## src/rtl/reg_file_16x16_if.sv

```systemverilog
// Register-file access bus: decode supplies addresses, writeback supplies results,
// and the file returns operands plus the always-visible R0 value.
interface reg_file_16x16_if;
  logic [1:0]  RegWrite;
  logic [3:0]  ReadReg1;
  logic [3:0]  ReadReg2;
  logic [3:0]  WriteReg1;
  logic [3:0]  WriteReg2;
  logic [15:0] WriteData1;
  logic [15:0] WriteData2;
  logic [15:0] ReadData1;
  logic [15:0] ReadData2;
  logic [15:0] RegZeroData;

  modport master (
    output RegWrite, ReadReg1, ReadReg2, WriteReg1, WriteReg2, WriteData1, WriteData2,
    input  ReadData1, ReadData2, RegZeroData
  );

  modport slave (
    input  RegWrite, ReadReg1, ReadReg2, WriteReg1, WriteReg2, WriteData1, WriteData2,
    output ReadData1, ReadData2, RegZeroData
  );
endinterface

```

## src/rtl/reg_file_16x16.sv

```systemverilog
// Sixteen 16-bit architectural registers with two combinational read ports and
// two edge-committed write ports; R0 is additionally exported as RegZeroData.
module reg_file_16x16 (
  input  logic             CLOCK,
  input  logic             RESET,
  reg_file_16x16_if.slave  bus
);

  typedef enum logic [1:0] {
    WR_NONE     = 2'b00,
    WR_PORT1    = 2'b01,
    WR_BOTH     = 2'b10,
    WR_RESERVED = 2'b11
  } write_mode_t;

  logic [15:0] regs [16];
  write_mode_t write_mode;
  logic        write_en1;
  logic        write_en2;

  // Port 2 is suppressed on an address collision so port 1's data wins.
  always_comb begin
    write_mode = write_mode_t'(bus.RegWrite);
    write_en1  = 1'b0;
    write_en2  = 1'b0;
    case (write_mode)
      WR_PORT1: write_en1 = 1'b1;
      WR_BOTH: begin
        write_en1 = 1'b1;
        write_en2 = (bus.WriteReg2 != bus.WriteReg1);
      end
      default: begin
        write_en1 = 1'b0;
        write_en2 = 1'b0;
      end
    endcase
  end

  always_ff @(posedge CLOCK) begin
    if (RESET) begin
      for (int i = 0; i < 16; i++) begin
        regs[i] <= 16'h0000;
      end
    end else begin
      if (write_en1) begin
        regs[bus.WriteReg1] <= bus.WriteData1;
      end
      if (write_en2) begin
        regs[bus.WriteReg2] <= bus.WriteData2;
      end
    end
  end

  // Reads come straight from stored state: no write-through bypass.
  assign bus.ReadData1   = regs[bus.ReadReg1];
  assign bus.ReadData2   = regs[bus.ReadReg2];
  assign bus.RegZeroData = regs[0];

endmodule

```

## src/flat_wrapper.sv

```systemverilog
// flat-port wrapper written by rule: the top's interface ports become plain ports
module reg_file_16x16_flat 
  (CLOCK, RESET, bus_RegWrite, bus_ReadReg1, bus_ReadReg2, bus_WriteReg1, bus_WriteReg2, bus_WriteData1, bus_WriteData2, bus_ReadData1, bus_ReadData2, bus_RegZeroData);
  reg_file_16x16_if bus_i ();
  input  logic CLOCK;
  input  logic RESET;
  input wire logic [$bits(bus_i.RegWrite)-1:0] bus_RegWrite;
  input wire logic [$bits(bus_i.ReadReg1)-1:0] bus_ReadReg1;
  input wire logic [$bits(bus_i.ReadReg2)-1:0] bus_ReadReg2;
  input wire logic [$bits(bus_i.WriteReg1)-1:0] bus_WriteReg1;
  input wire logic [$bits(bus_i.WriteReg2)-1:0] bus_WriteReg2;
  input wire logic [$bits(bus_i.WriteData1)-1:0] bus_WriteData1;
  input wire logic [$bits(bus_i.WriteData2)-1:0] bus_WriteData2;
  output wire logic [$bits(bus_i.ReadData1)-1:0] bus_ReadData1;
  output wire logic [$bits(bus_i.ReadData2)-1:0] bus_ReadData2;
  output wire logic [$bits(bus_i.RegZeroData)-1:0] bus_RegZeroData;
  assign bus_i.RegWrite = bus_RegWrite;
  assign bus_i.ReadReg1 = bus_ReadReg1;
  assign bus_i.ReadReg2 = bus_ReadReg2;
  assign bus_i.WriteReg1 = bus_WriteReg1;
  assign bus_i.WriteReg2 = bus_WriteReg2;
  assign bus_i.WriteData1 = bus_WriteData1;
  assign bus_i.WriteData2 = bus_WriteData2;
  assign bus_ReadData1 = bus_i.ReadData1;
  assign bus_ReadData2 = bus_i.ReadData2;
  assign bus_RegZeroData = bus_i.RegZeroData;
  reg_file_16x16 u_core (.CLOCK(CLOCK), .RESET(RESET), .bus(bus_i));
endmodule
```

## config.mk

```make
export PLATFORM = sky130hd
export DESIGN_NAME = reg_file_16x16_flat
export DESIGN_NICKNAME = d
export VERILOG_FILES = /design/src/rtl/reg_file_16x16_if.sv /design/src/rtl/reg_file_16x16.sv /design/src/flat_wrapper.sv
export SDC_FILE = /design/constraint.sdc
export NUM_CORES = 1
export LEC_CHECK = 0
export CAP_MARGIN = 10
export CORE_UTILIZATION = 58
export DETAILED_ROUTE_END_ITERATION = 10
export MAX_ROUTING_LAYER = met4
export PLACE_DENSITY = 0.78
export SYNTH_ARGS = -nofsm -noshare
export SYNTH_HDL_FRONTEND = slang
export SYNTH_SLANG_ARGS = --single-unit
```

## constraint.sdc

```tcl
create_clock -name CLOCK -period 4.5 [get_ports CLOCK]
set_input_delay 0.9 -clock CLOCK [delete_from_list [all_inputs] [get_ports CLOCK]]
set_output_delay 0.9 -clock CLOCK [all_outputs]
set_load 0.05 [all_outputs]
```

==> impl_summary.txt <==
----------------------------------------------------
[Outcome]
  Status ... finished clean

[Final layout]
  Final std cell area, no fill ... 17610 um2
  Count of non-filler cells in the finished layout ... 1354
  Max FFs per register ... 256
  Layout cell share with drive strength beyond 1 ... 0.2964
  Final #Nets ... 1053
  Footprint of the flip-flops and latches ... 7687 um2
  Most frequent cells in the layout ... sky130_fd_sc_hd__edfxtp_1 (256), sky130_fd_sc_hd__a32o_1 (246), sky130_fd_sc_hd__mux4_2 (128), sky130_fd_sc_hd__a22oi_1 (64), sky130_fd_sc_hd__clkdlybuf4s50_1 (63)
  P&R area growth vs syn ... 14.91%
  Largest registers ... u_core.regs x256
  Antenna diode count ... 0
  Most common cell after layout, fill and taps aside ... sky130_fd_sc_hd__edfxtp_1
  Filler cell count ... 1777
  Largest register by flop count ... u_core.regs
  Post-route core utilization ... 0.6777
  Multi-input gate area in the final layout ... 6905 um2

[Timing]
  Final Max Slew Viols ... 0
  Final setup violation count ... 0
  Min Tclk post-route ... 3.857 ns
  Transition time of the tightest slew-check pin ... 0.9590 ns
  Final setup slack of the worst path ... 0.6426 ns
  Max transition margin ... 0.3607
  Ratio of final minimum period to clock period ... 0.8572
  Summed negative setup slack over all endpoints ... 0 ns
  RSZ-0062 raised after global routing ... no
  Highest Clock Rate ... 0.2592 GHz
  Count of endpoints failing hold in the final timing report ... 0

[Placed design]
  HPWL after detailed placement ... 30570 um
  Count of buffers inserted at the top-level ports ... 99
  Worst setup slack before clock tree synthesis ... 0.5916 ns
  Dpl cell area ... 16840 um2
  Cell total after placement ... 1306
  Last weighted congestion value of the routability-driven placer ... 0.9423

[Clock tree]
  Post-CTS Setup Bufs ... 0
  Clock tree from TritonCTS ... built
  Number of levels in the clock H-tree ... 1
  Gates resized, CTS repair ... 0
  Clock buffer depth ... 3
  Clock sink count ... 256
  Clk slew on worst S/H paths ... 0.06 ns
  Clock tree root buffer cell ... sky130_fd_sc_hd__clkbuf_16
  CTS Hold Buffers Added ... 0
  Total clock buffers created by CTS ... 27

[Die]
  Std-Cell Core Area ... 25980 um2
  Horiz. Die Dim ... 164.6 um
  Effective utilization at floorplan ... 0.5898
  Count of pins on the block boundary ... 100
  Number of rows created at floorplan ... 59
  Die outline area ... 27080 um2
  Die outline height ... 164.6 um

[Critical path]
  Endpoint type of the worst setup path ... primary output
  Worst EP arrival ... 2.96 ns
  Worst-path maximum fanout ... 15
  Cell type of the slowest stage on the worst timing path ... sky130_fd_sc_hd__and2_1
  Data required time at the worst endpoint ... 3.60 ns
  Critical Path Max Stage Delay ... 0.79 ns
  Worst Path Buf+Inv ... 2
  Cell chain of the critical path ... clkdlybuf4s50_1, and2_1, a22oi_1, nand2_1, buf_12
  Path length in cells of the critical path ... 5
  Worst Path Class, Setup ... in -> out
  Critical Path Source Type ... input pin
  Kind of cell adding the most delay to the critical path ... simple AND/OR/NAND/NOR gates

[Worst hold path]
  Class of the most critical hold timing path ... in -> reg
  Min-Delay Path Depth ... 3

[Logic synthesis]
  Register area share after synthesis ... 0.5016
  Syn_area_per_cell ... 15.54 um2
  Ys Warns ... 0
  Seq cells post-synth ... 256
  Gate count after technology mapping ... 986
  Share of the synthesized area in the top cell type ... 0.5016
  Leading area contributor after synthesis ... sky130_fd_sc_hd__edfxtp_1
  Netlist cell types ... 31
  Cells taking the most area after synthesis ... sky130_fd_sc_hd__edfxtp_1 (50%), sky130_fd_sc_hd__mux4_2 (19%), sky130_fd_sc_hd__a32o_1 (16%), sky130_fd_sc_hd__a22oi_1 (3.1%), sky130_fd_sc_hd__clkbuf_1 (2.4%)
  Syn nets ... 1039
  Mapped cell area ... 15330 um2

[Power]
  Clock group share of total power ... 0.328
  Sequential fraction of design power ... 0.468
  Switching Fraction ... 0.2845
  Cell-internal power ... 0.004380 W
  Leakage dissipation ... 5.638 nW
  Switching power total ... 0.001741 W
  Pwr dens ... 347.6 nW/um2
  Worst supply voltage drop on vdd ... 295.8 uV
  Comb power frac ... 0.203

[Detailed routing]
  Total number of vias ... 11780
  Average detailed-routed wire length per instance ... 36.17 um
  Number of vias per cell ... 8.701
  DR iter-0 viols ... 2221
  Antenna Violating Nets Remaining ... 0
  DRC violations left ... 0
  First drt pass iteration count ... 7
  Routed WL ... 48970 um

[Global routing]
  Antenna violations before repair ... 0
  Wire length of the first global-routing pass ... 73200 um
  Grt ovf ... 0
  Vias in the first global route ... 11510
  Overall fraction of global-route tracks in use ... 0.3820
  Maximum number of pins on one net before global-route repair ... 68

[Job]
  Max capacitance violation total ... 0

----------------------------------------------------
cells in the mapped netlist, drive strengths merged:
master     n
a32o     256
edfxtp   256
mux4     128
clkbuf   100
buf       71
a22oi     64
nand2     33
a211o     16
a31oi     16
nor2      16
nor2b      8
and2       4
nor3       4
nand4bb    3
or4b       3
inv        2
nand2b     2
ha         1
nand4b     1
or4        1
xnor2      1
worst paths after layout:
path / start / end
hold / removal: bus_WriteReg2[2] / u_core.regs[0][15]
setup / recovery: bus_ReadReg2[2] / bus_ReadData2[0]
kinds of logic after synthesis:
family | after synthesis | share of synthesized area
buffers and inverters | 173 | 0.04939
DFF | 256 | 0.5016
adders and majority gates | 1 | 0.0008163
and+or+nand+nor | 75 | 0.02988
xor gates and xnor gates | 1 | 0.001796
AOI/OAI and AO/OA | 352 | 0.2284
muxes | 128 | 0.1881
power groups by stage:
stage	combinational (W)	clock (W)	sequential, W
finish	0.00124	0.00201	0.00287
global route	0.00128	0.00210	0.00288
CTS	0.00122	0.00201	0.00286
detailed placement	0.00122	0	0.00291
global placement	0.00121	0	0.00289
floorplan	0.000705	0	0.00290
metrics by stage:
| stage | total power, W | hold WS (ns) |
|---|---|---|
| after global routing | 0.006259 | 1.511 |
| after floorplan | 0.003609 | 1.102 |
| after detailed placement | 0.004131 | 1.763 |
| after global placement | 0.004097 | 1.745 |
| after CTS | 0.006100 | 1.477 |
| final | 0.006121 | 1.482 |
tightest hold or removal path: cells and delay by family:
kind,cells,cell delay (ns)
buffers and inverters,1,0.53
AO/OA/AOI/OAI,1,0.20
AND/OR/NAND/NOR,1,0.28
metal layers:
layer | GRT usage | part of all wire | vias up
met5 | - | 0 | -
met4 | 0.1731 | 0.053 | 0
met3 | 0.07735 | 0.14 | 196
met2 | 0.5731 | 0.47 | 1245
met1 | 0.5066 | 0.34 | 5859
li1 | - | - | 4481
final cells by class:
| class | count | share of cell area |
|---|---|---|
| Sequential cell | 256 | 0.4365 |
| Multi-Input combinational cell | 557 | 0.3921 |
| Timing Repair Buffer | 156 | 0.1036 |
| Clock buffer | 30 | 0.03901 |
| Tap cell | 335 | 0.02380 |
| Clock inverter | 18 | 0.004547 |
| Inverter | 2 | 0.0004263 |
No activity file was read; power rests on OpenSTA's default activity.
